### src/rtl/uart_pkg.sv
// rtl/uart_pkg.sv - register map, bit indices and FSM state types for apb_uart_fifo
package uart_pkg;

   localparam logic [5:0] ADDR_DATA = 6'h00;
   localparam logic [5:0] ADDR_STAT = 6'h01;
   localparam logic [5:0] ADDR_CTRL = 6'h02;
   localparam logic [5:0] ADDR_BAUD = 6'h03;

   localparam int STAT_TX_EMPTY = 0;
   localparam int STAT_TX_FULL  = 1;
   localparam int STAT_RX_EMPTY = 2;
   localparam int STAT_RX_FULL  = 3;
   localparam int STAT_TX_BUSY  = 4;
   localparam int STAT_OVERRUN  = 5;
   localparam int STAT_FRAME    = 6;
   localparam int STAT_PARITY   = 7;

   localparam int CTRL_TX_EN     = 0;
   localparam int CTRL_RX_EN     = 1;
   localparam int CTRL_PAR_EN    = 2;
   localparam int CTRL_PAR_ODD   = 3;
   localparam int CTRL_IE_RX     = 4;
   localparam int CTRL_IE_TX     = 5;
   localparam int CTRL_IE_ERR    = 6;

   typedef enum logic [2:0] {
      TX_IDLE   = 3'd0,
      TX_START  = 3'd1,
      TX_DATA   = 3'd2,
      TX_PARITY = 3'd3,
      TX_STOP   = 3'd4
   } tx_state_t;

   typedef enum logic [2:0] {
      RX_IDLE   = 3'd0,
      RX_START  = 3'd1,
      RX_DATA   = 3'd2,
      RX_PARITY = 3'd3,
      RX_STOP   = 3'd4
   } rx_state_t;

endpackage

### src/rtl/uart_sync_fifo.sv
// rtl/uart_sync_fifo.sv - single-clock FIFO with wrap-bit pointers and fall-through read data
module uart_sync_fifo #(
   parameter int WIDTH = 8,
   parameter int DEPTH = 8
) (
   input  logic             pclk,
   input  logic             presetn,
   input  logic             push,
   input  logic [WIDTH-1:0] wdata,
   input  logic             pop,
   output logic [WIDTH-1:0] rdata,
   output logic             empty,
   output logic             full
);

   localparam int AW = $clog2(DEPTH);

   logic [AW:0]      wptr;
   logic [AW:0]      rptr;
   logic [WIDTH-1:0] mem [DEPTH];

   // Caller guarantees push only with space (or a same-cycle pop) and pop only when non-empty.
   always_ff @(posedge pclk or negedge presetn) begin
      if (!presetn) begin
         wptr <= '0;
         rptr <= '0;
      end else begin
         if (push) wptr <= wptr + 1'b1;
         if (pop)  rptr <= rptr + 1'b1;
      end
   end

   always_ff @(posedge pclk) begin
      if (push) mem[wptr[AW-1:0]] <= wdata;
   end

   assign rdata = mem[rptr[AW-1:0]];
   assign empty = (wptr == rptr);
   assign full  = (wptr[AW] != rptr[AW]) && (wptr[AW-1:0] == rptr[AW-1:0]);

endmodule

### src/rtl/apb_uart_fifo.sv
// rtl/apb_uart_fifo.sv - APB3 UART with TX/RX FIFOs, programmable baud and optional parity
module apb_uart_fifo
   import uart_pkg::*;
#(
   parameter int          DATA_W     = 8,
   parameter int          FIFO_DEPTH = 8,
   parameter logic [15:0] DIV_RST    = 16'd26
) (
   input  logic        pclk,
   input  logic        presetn,
   input  logic        psel,
   input  logic        penable,
   input  logic        pwrite,
   input  logic [7:0]  paddr,
   input  logic [31:0] pwdata,
   output logic [31:0] prdata,
   output logic        pready,
   output logic        pslverr,
   input  logic        rx,
   output logic        tx,
   output logic        irq
);

   localparam logic [2:0] LAST_BIT = 3'(DATA_W - 1);

   logic [6:0]  ctrl;
   logic [15:0] div;
   logic [15:0] baud_cnt;
   logic        tick;
   logic        ovr, ferr, perr;
   logic        ovr_set;
   logic [2:0]  w1c;

   logic              tx_push, tx_pop, tx_empty, tx_full;
   logic [DATA_W-1:0] tx_rdata;
   logic              rx_push, rx_push_ok, rx_pop, rx_empty, rx_full;
   logic [DATA_W-1:0] rx_rdata;

   logic        access, wr_en, rd_en, sel_data, mapped;
   logic [5:0]  reg_idx;
   logic [7:0]  stat;
   logic        unused_bits;

   assign unused_bits = ^{pwdata[31:16], paddr[1:0]};

   assign access   = psel & penable;
   assign wr_en    = access & pwrite;
   assign rd_en    = access & ~pwrite;
   assign reg_idx  = paddr[7:2];
   assign sel_data = (reg_idx == ADDR_DATA);
   assign mapped   = (reg_idx <= ADDR_BAUD);
   assign pready   = access;

   assign tx_push = wr_en & sel_data & ~tx_full;
   assign rx_pop  = rd_en & sel_data & ~rx_empty;
   assign pslverr = access & (~mapped | (sel_data & pwrite & tx_full) | (sel_data & ~pwrite & rx_empty));
   assign w1c     = (wr_en && reg_idx == ADDR_STAT) ? pwdata[7:5] : 3'b000;

   tx_state_t         tx_state, tx_state_d;
   rx_state_t         rx_state, rx_state_d;
   assign stat = {perr, ferr, ovr, (tx_state != TX_IDLE), rx_full, rx_empty, tx_full, tx_empty};

   always_comb begin
      prdata = '0;
      if (rd_en) begin
         case (reg_idx)
            ADDR_DATA: if (!rx_empty) prdata[DATA_W-1:0] = rx_rdata;
            ADDR_STAT: prdata[7:0]  = stat;
            ADDR_CTRL: prdata[6:0]  = ctrl;
            ADDR_BAUD: prdata[15:0] = div;
            default:   prdata = '0;
         endcase
      end
   end

   // A BAUD write restarts the tick phase so the new rate applies at once.
   always_ff @(posedge pclk or negedge presetn) begin
      if (!presetn) begin
         ctrl     <= '0;
         div      <= DIV_RST;
         baud_cnt <= DIV_RST;
      end else begin
         if (wr_en && reg_idx == ADDR_CTRL) ctrl <= pwdata[6:0];
         if (wr_en && reg_idx == ADDR_BAUD) begin
            div      <= pwdata[15:0];
            baud_cnt <= pwdata[15:0];
         end else if (tick) begin
            baud_cnt <= div;
         end else begin
            baud_cnt <= baud_cnt - 1'b1;
         end
      end
   end

   assign tick = (baud_cnt == 16'd0);

   uart_sync_fifo #(.WIDTH(DATA_W), .DEPTH(FIFO_DEPTH)) u_tx_fifo (
      .pclk(pclk), .presetn(presetn), .push(tx_push), .wdata(pwdata[DATA_W-1:0]),
      .pop(tx_pop), .rdata(tx_rdata), .empty(tx_empty), .full(tx_full)
   );

   logic              rx_shreg_unused;
   logic [DATA_W-1:0] rx_sh;
   assign rx_shreg_unused = 1'b0;

   uart_sync_fifo #(.WIDTH(DATA_W), .DEPTH(FIFO_DEPTH)) u_rx_fifo (
      .pclk(pclk), .presetn(presetn), .push(rx_push_ok), .wdata(rx_sh),
      .pop(rx_pop), .rdata(rx_rdata), .empty(rx_empty), .full(rx_full)
   );

   // ---------------- transmitter ----------------
   logic [3:0]        tx_tcnt;
   logic [2:0]        tx_bit;
   logic [DATA_W-1:0] tx_sh;
   logic              tx_par, tx_par_en, tx_d, tx_q, tx_last;

   assign tx_last = tick & (tx_tcnt == 4'd15);

   always_ff @(posedge pclk or negedge presetn) begin
      if (!presetn) tx_state <= TX_IDLE;
      else          tx_state <= tx_state_d;
   end

   always_comb begin
      tx_state_d = tx_state;
      case (tx_state)
         TX_IDLE:   if (ctrl[CTRL_TX_EN] && !tx_empty) tx_state_d = TX_START;
         TX_START:  if (tx_last) tx_state_d = TX_DATA;
         TX_DATA:   if (tx_last && tx_bit == LAST_BIT) tx_state_d = tx_par_en ? TX_PARITY : TX_STOP;
         TX_PARITY: if (tx_last) tx_state_d = TX_STOP;
         TX_STOP:   if (tx_last) tx_state_d = TX_IDLE;
         default:   tx_state_d = TX_IDLE;
      endcase
   end

   always_comb begin
      tx_d   = 1'b1;
      tx_pop = (tx_state == TX_IDLE) && (tx_state_d == TX_START);
      case (tx_state)
         TX_START:  tx_d = 1'b0;
         TX_DATA:   tx_d = tx_sh[0];
         TX_PARITY: tx_d = tx_par;
         default:   tx_d = 1'b1;
      endcase
   end

   always_ff @(posedge pclk or negedge presetn) begin
      if (!presetn) begin
         tx_q      <= 1'b1;
         tx_tcnt   <= '0;
         tx_bit    <= '0;
         tx_sh     <= '0;
         tx_par    <= 1'b0;
         tx_par_en <= 1'b0;
      end else begin
         tx_q <= tx_d;
         if (tx_state_d != tx_state) tx_tcnt <= '0;
         else if (tick)              tx_tcnt <= tx_tcnt + 1'b1;
         if (tx_pop) begin
            tx_sh     <= tx_rdata;
            tx_par    <= (^tx_rdata) ^ ctrl[CTRL_PAR_ODD];
            tx_par_en <= ctrl[CTRL_PAR_EN];
            tx_bit    <= '0;
         end else if (tx_state == TX_DATA && tx_last) begin
            tx_sh  <= tx_sh >> 1;
            tx_bit <= tx_bit + 1'b1;
         end
      end
   end

   assign tx = tx_q;

   // ---------------- receiver ----------------
   logic       rx_s1, rx_s2, rx_prev, rx_fall, rx_samp, rx_last;
   logic [3:0] rx_tcnt;
   logic [2:0] rx_bit;
   logic       rx_par_en, rx_par_odd, ferr_set, perr_set;

   assign rx_fall = rx_prev & ~rx_s2;
   assign rx_samp = tick & (rx_tcnt == 4'd7);
   assign rx_last = tick & (rx_tcnt == 4'd15);

   always_ff @(posedge pclk or negedge presetn) begin
      if (!presetn) rx_state <= RX_IDLE;
      else          rx_state <= rx_state_d;
   end

   // Stop ends at its mid-bit sample so a back-to-back start edge is never missed.
   always_comb begin
      rx_state_d = rx_state;
      case (rx_state)
         RX_IDLE:   if (ctrl[CTRL_RX_EN] && rx_fall) rx_state_d = RX_START;
         RX_START:  if (rx_samp && rx_s2) rx_state_d = RX_IDLE;
                    else if (rx_last) rx_state_d = RX_DATA;
         RX_DATA:   if (rx_last && rx_bit == LAST_BIT) rx_state_d = rx_par_en ? RX_PARITY : RX_STOP;
         RX_PARITY: if (rx_last) rx_state_d = RX_STOP;
         RX_STOP:   if (rx_samp) rx_state_d = RX_IDLE;
         default:   rx_state_d = RX_IDLE;
      endcase
   end

   always_comb begin
      rx_push  = (rx_state == RX_STOP) && rx_samp;
      ferr_set = rx_push & ~rx_s2;
      perr_set = (rx_state == RX_PARITY) && rx_samp && (rx_s2 != ((^rx_sh) ^ rx_par_odd));
   end

   assign rx_push_ok = rx_push & (~rx_full | rx_pop);
   assign ovr_set    = rx_push & rx_full & ~rx_pop;

   always_ff @(posedge pclk or negedge presetn) begin
      if (!presetn) begin
         rx_s1      <= 1'b1;
         rx_s2      <= 1'b1;
         rx_prev    <= 1'b1;
         rx_tcnt    <= '0;
         rx_bit     <= '0;
         rx_sh      <= '0;
         rx_par_en  <= 1'b0;
         rx_par_odd <= 1'b0;
      end else begin
         rx_s1   <= rx;
         rx_s2   <= rx_s1;
         rx_prev <= rx_s2;
         if (rx_state_d != rx_state) rx_tcnt <= '0;
         else if (tick)              rx_tcnt <= rx_tcnt + 1'b1;
         if (rx_state == RX_IDLE && rx_state_d == RX_START) begin
            rx_bit     <= '0;
            rx_par_en  <= ctrl[CTRL_PAR_EN];
            rx_par_odd <= ctrl[CTRL_PAR_ODD];
         end else if (rx_state == RX_DATA) begin
            if (rx_samp) rx_sh  <= {rx_s2, rx_sh[DATA_W-1:1]};
            if (rx_last) rx_bit <= rx_bit + 1'b1;
         end
      end
   end

   // Sticky flags: a new event in the same cycle as its W1C keeps the flag set.
   always_ff @(posedge pclk or negedge presetn) begin
      if (!presetn) begin
         ovr  <= 1'b0;
         ferr <= 1'b0;
         perr <= 1'b0;
         irq  <= 1'b0;
      end else begin
         ovr  <= (ovr  & ~w1c[0]) | ovr_set;
         ferr <= (ferr & ~w1c[1]) | ferr_set;
         perr <= (perr & ~w1c[2]) | perr_set;
         irq  <= (ctrl[CTRL_IE_RX] & ~rx_empty) | (ctrl[CTRL_IE_TX] & tx_empty) |
                 (ctrl[CTRL_IE_ERR] & (ovr | ferr | perr)) | rx_shreg_unused;
      end
   end

endmodule
### config.mk
export PLATFORM = sky130hd
export DESIGN_NAME = apb_uart_fifo
export DESIGN_NICKNAME = d
export VERILOG_FILES = /design/src/rtl/uart_pkg.sv /design/src/rtl/uart_sync_fifo.sv /design/src/rtl/apb_uart_fifo.sv
export SDC_FILE = /design/constraint.sdc
export NUM_CORES = 1
export LEC_CHECK = 0
export CAP_MARGIN = 20
export CORE_MARGIN = 5
export CORE_UTILIZATION = 45
export DETAILED_ROUTE_END_ITERATION = 8
export GPL_TIMING_DRIVEN = 0
export PLACE_DENSITY = 0.76
export SYNTH_ARGS = -nofsm -noshare
export SYNTH_HDL_FRONTEND = slang
export SYNTH_SLANG_ARGS = --single-unit
export TNS_END_PERCENT = 1
### constraint.sdc
create_clock -name pclk -period 3.6 [get_ports pclk]
set_input_delay 0.72 -clock pclk [delete_from_list [all_inputs] [get_ports pclk]]
set_output_delay 0.72 -clock pclk [all_outputs]
set_load 0.02 [all_outputs]
==> impl_metrics.env <==
export IMPL_cts_path_max_buffers=3
export IMPL_yosysMostFrequentCell="edfxtp_1"
export IMPL_hp_class="in -> async"
export IMPL_grt_pass1_wl_um=35870
export IMPL_antenna_found_initial=0
export IMPL_critPathTopFamily="simple AND/OR/NAND/NOR gates"
export IMPL_hold_slack_ns=0.1963
export IMPL_start_kind="input pin"
export IMPL_firstDrtPassIters=5
export IMPL_cts_buffers=24
export IMPL_ant_nets=0
export IMPL_synth_area_sq_um=10520
export IMPL_critPathRequiredTime_ns=2.88
export IMPL_setup_viol=0
export IMPL_ys_top_cells_by_count="edfxtp_1, nand2_1, dfrtp_1"
export IMPL_drive_gt1_share_pct=20.32
export IMPL_drtIter0Drc=652
export IMPL_crit_fanout=9
export IMPL_synth_top_area_share_pct=36.53
export IMPL_path_depth=8
export IMPL_n_antenna_cell=0
export IMPL_via_count=6422
export IMPL_cts_root_buf="clkbuf_16"
export IMPL_criticalPathCategory="in -> out"
export IMPL_final_area_sq_um=12490
export IMPL_wl_um=22530
export IMPL_core_area_sq_um=23260
export IMPL_crit_start="paddr[5]"
export IMPL_synthTopCellsByArea="edfxtp_1, dfrtp_1, mux4_2"
export IMPL_setup_tns_final_ns=0
export IMPL_period_needed_ns=3.576
export IMPL_cp_buffers_inverters=3
export IMPL_grt_pass1_vias=6539
export IMPL_power_density_nw_per_um2=506.1
export IMPL_power_ir_vdd_worst_mv=0.3666
export IMPL_io_pins=82
export IMPL_htree_levels=1
export IMPL_syn_area_per_cell_sq_um=13.60
export IMPL_area_growth_pct=18.67
export IMPL_cts_tree="yes"
export IMPL_cpMaxStageDelayCell="clkdlybuf4s50_1"
export IMPL_crit_path_cell_trace="clkdlybuf4s50_1, or4_4, buf_6, nor3_4, and2_4, nand2_1, a211oi_2, buf_4"
export IMPL_synth_seq_cells=231
export IMPL_maxCapViolCount=0
export IMPL_relSlewSlack_pct=38.37
export IMPL_fillers=1941
export IMPL_clock_sinks=231
export IMPL_max_stage_delay_ns=0.46
export IMPL_ys_seq_area_share_pct=61.14
export IMPL_grt_use_total_pct=17.13
export IMPL_post_dp_cell_area_sq_um=11510
export IMPL_ys_warn_count=0
export IMPL_wl_per_cell_um=18.70
export IMPL_clock_skew_ns=0.02589
export IMPL_finalHoldViolations=0
export IMPL_grt_max_degree=64
export IMPL_postSynthCellCount=774
export IMPL_start_util_pct=45.23
export IMPL_rsz0062_at_grt="true"
export IMPL_nets=926
export IMPL_grt_ovfl_total=0
export IMPL_outcome="finished, final reports clean"
export IMPL_drv_slew=0
export IMPL_worstPathArrival_ns=2.86
export IMPL_portBuffers=46
export IMPL_async_flop_share_pct=44.59
export IMPL_ys_types=60
export IMPL_leakagePower_uw=0.005072
export IMPL_vias_per_cell=5.329
export IMPL_ff2ff_path_depth=7
export IMPL_rows=56
export IMPL_cp_end_kind="primary output"
export IMPL_synth_edf_count=128
export IMPL_yosysTopAreaCell="edfxtp_1"
export IMPL_tightest_slew_ns=0.9210
export IMPL_die_w_um=162.9
export IMPL_insertion_delay_ns=0.52
export IMPL_synthFlopType="edfxtp_1"
export IMPL_route_detailed_drc=0
export IMPL_dp_hpwl_um=15510
export IMPL_r2r_start="baud_cnt[6]$_DFF_PN0_"
export IMPL_finalCritPeriodShare_pct=99.33
export IMPL_hold_buffers=0
export IMPL_fmax_mhz=279.6
export IMPL_die_area_sq_um=26540
export IMPL_globalplace_congestion=0.8254
export IMPL_die_h_um=162.9
export IMPL_clk_pin_slew_ns=0.06
==> registers in the layout (all words and copies together), names as in the netlist, 3 cells and up <==
name	flops
rx_bit	3
rx_sh	8
tx_state	3
u_rx_fifo.rptr	4
ctrl	7
u_tx_fifo.rptr	4
baud_cnt	16
rx_state	3
u_tx_fifo.wptr	4
u_rx_fifo.mem	64
u_rx_fifo.wptr	4
rx_tcnt	4
tx_tcnt	4
tx_bit	3
tx_sh	8
u_tx_fifo.mem	64
div	16
==> report_power, final <==
part | total [uW] | internal, uW | leakage [uW] | switching, uW
registers | 2980 | 2900 | 0.00266 | 86.4
clock network | 2720 | 1700 | 0.000429 | 1020
logic | 616 | 291 | 0.00198 | 325
==> area by class of cell <==
class | instances | area [sq um] | share of cell area, %
sequential | 231 | 6434 | 51.52
buffer | 52 | 309.0 | 2.475
timing repair buffer | 55 | 533.0 | 4.269
tap | 319 | 399.1 | 3.196
multi-input combinational | 493 | 3887 | 31.13
clock buffer | 29 | 639.4 | 5.120
clock inverter | 15 | 244.0 | 1.954
inverter | 11 | 41.29 | 0.3307
==> placed cells by master, fill, tap and decap left out, types with 10 or more instances in the layout <==
cell type / Yosys / layout
inv_1: 11 / 11
edfxtp_1: 128 / 128
nor2_1: 39 / 38
clkbuf_16: 0 / 24
a21oi_1: 14 / 14
buf_2: 10 / 10
ha_1: 12 / 12
nand3_1: 10 / 10
mux4_2: 24 / 24
buf_4: 17 / 29
xnor2_1: 33 / 33
mux2_2: 31 / 31
o21ai_0: 33 / 33
conb_1: 1 / 16
nor3_1: 15 / 14
nand2b_1: 10 / 10
nand2_1: 103 / 102
dfstp_2: 10 / 10
xor2_1: 21 / 21
clkbuf_1: 22 / 20
clkdlybuf4s50_1: 0 / 33
mux2i_1: 33 / 33
nand4_1: 10 / 10
dfrtp_1: 93 / 93
==> repair_timing <==
item | CTS | global route
gates cloned | 0 | 0
setup endpoints to repair | 17 | 12
resized for setup | 63 | 4
pin swaps | 9 | 0
buffers inserted | 2 | 0
==> metrics by stage <==
| stage | std cells | util, % | power, uW | setup WS (ns) |
|---|---|---|---|---|
| finish | 1205 | 53.68 | 6319 | 0.02400 |
| global route | 1205 | 53.68 | 6547 | -0.03802 |
| CTS | 1205 | 53.65 | 6364 | 0.009850 |
| detailed placement | 1161 | 49.49 | 3643 | -1.165 |
| global placement | 1154 | 49.17 | 3624 | -2.302 |
| floorplan | 789 | - | 3453 | 0.2927 |
==> per-layer routing <==
| metal | global-route usage [%] | vias to the layer above | wire length [um] |
|---|---|---|---|
| li1 | - | 2995 | - |
| met1 | 22.78 | 3236 | 9560 |
| met2 | 29.60 | 152 | 11350 |
| met3 | 2.556 | 39 | 994 |
| met4 | 4.613 | 0 | 631 |
| met5 | 0 | - | 0 |
==> logic make-up after synthesis <==
family	share of synthesized area, %
xor+xnor	4.709
other cells	0.03564
compound gates	4.435
fa+ha+maj	1.427
flops	61.14
buf+inv	3.222
simple gates	11.44
mux	13.59
==> worst paths after layout <==
kind                                                 endpoint  slack (ns)
worst max-delay path                                prdata[2]        0.02
worst min-delay path                   tx_tcnt[3]$_DFFE_PN0P_        0.20
worst max register to register  u_rx_fifo.mem[0][5]$_DFFE_PP_        0.26
worst min register to register                rx_s2$_DFF_PN1_        0.36
max in group asynchronous                     rx_s1$_DFF_PN1_        2.64
min in group pclk                             rx_s2$_DFF_PN1_        0.36
Power figures use the tool's default switching activity.
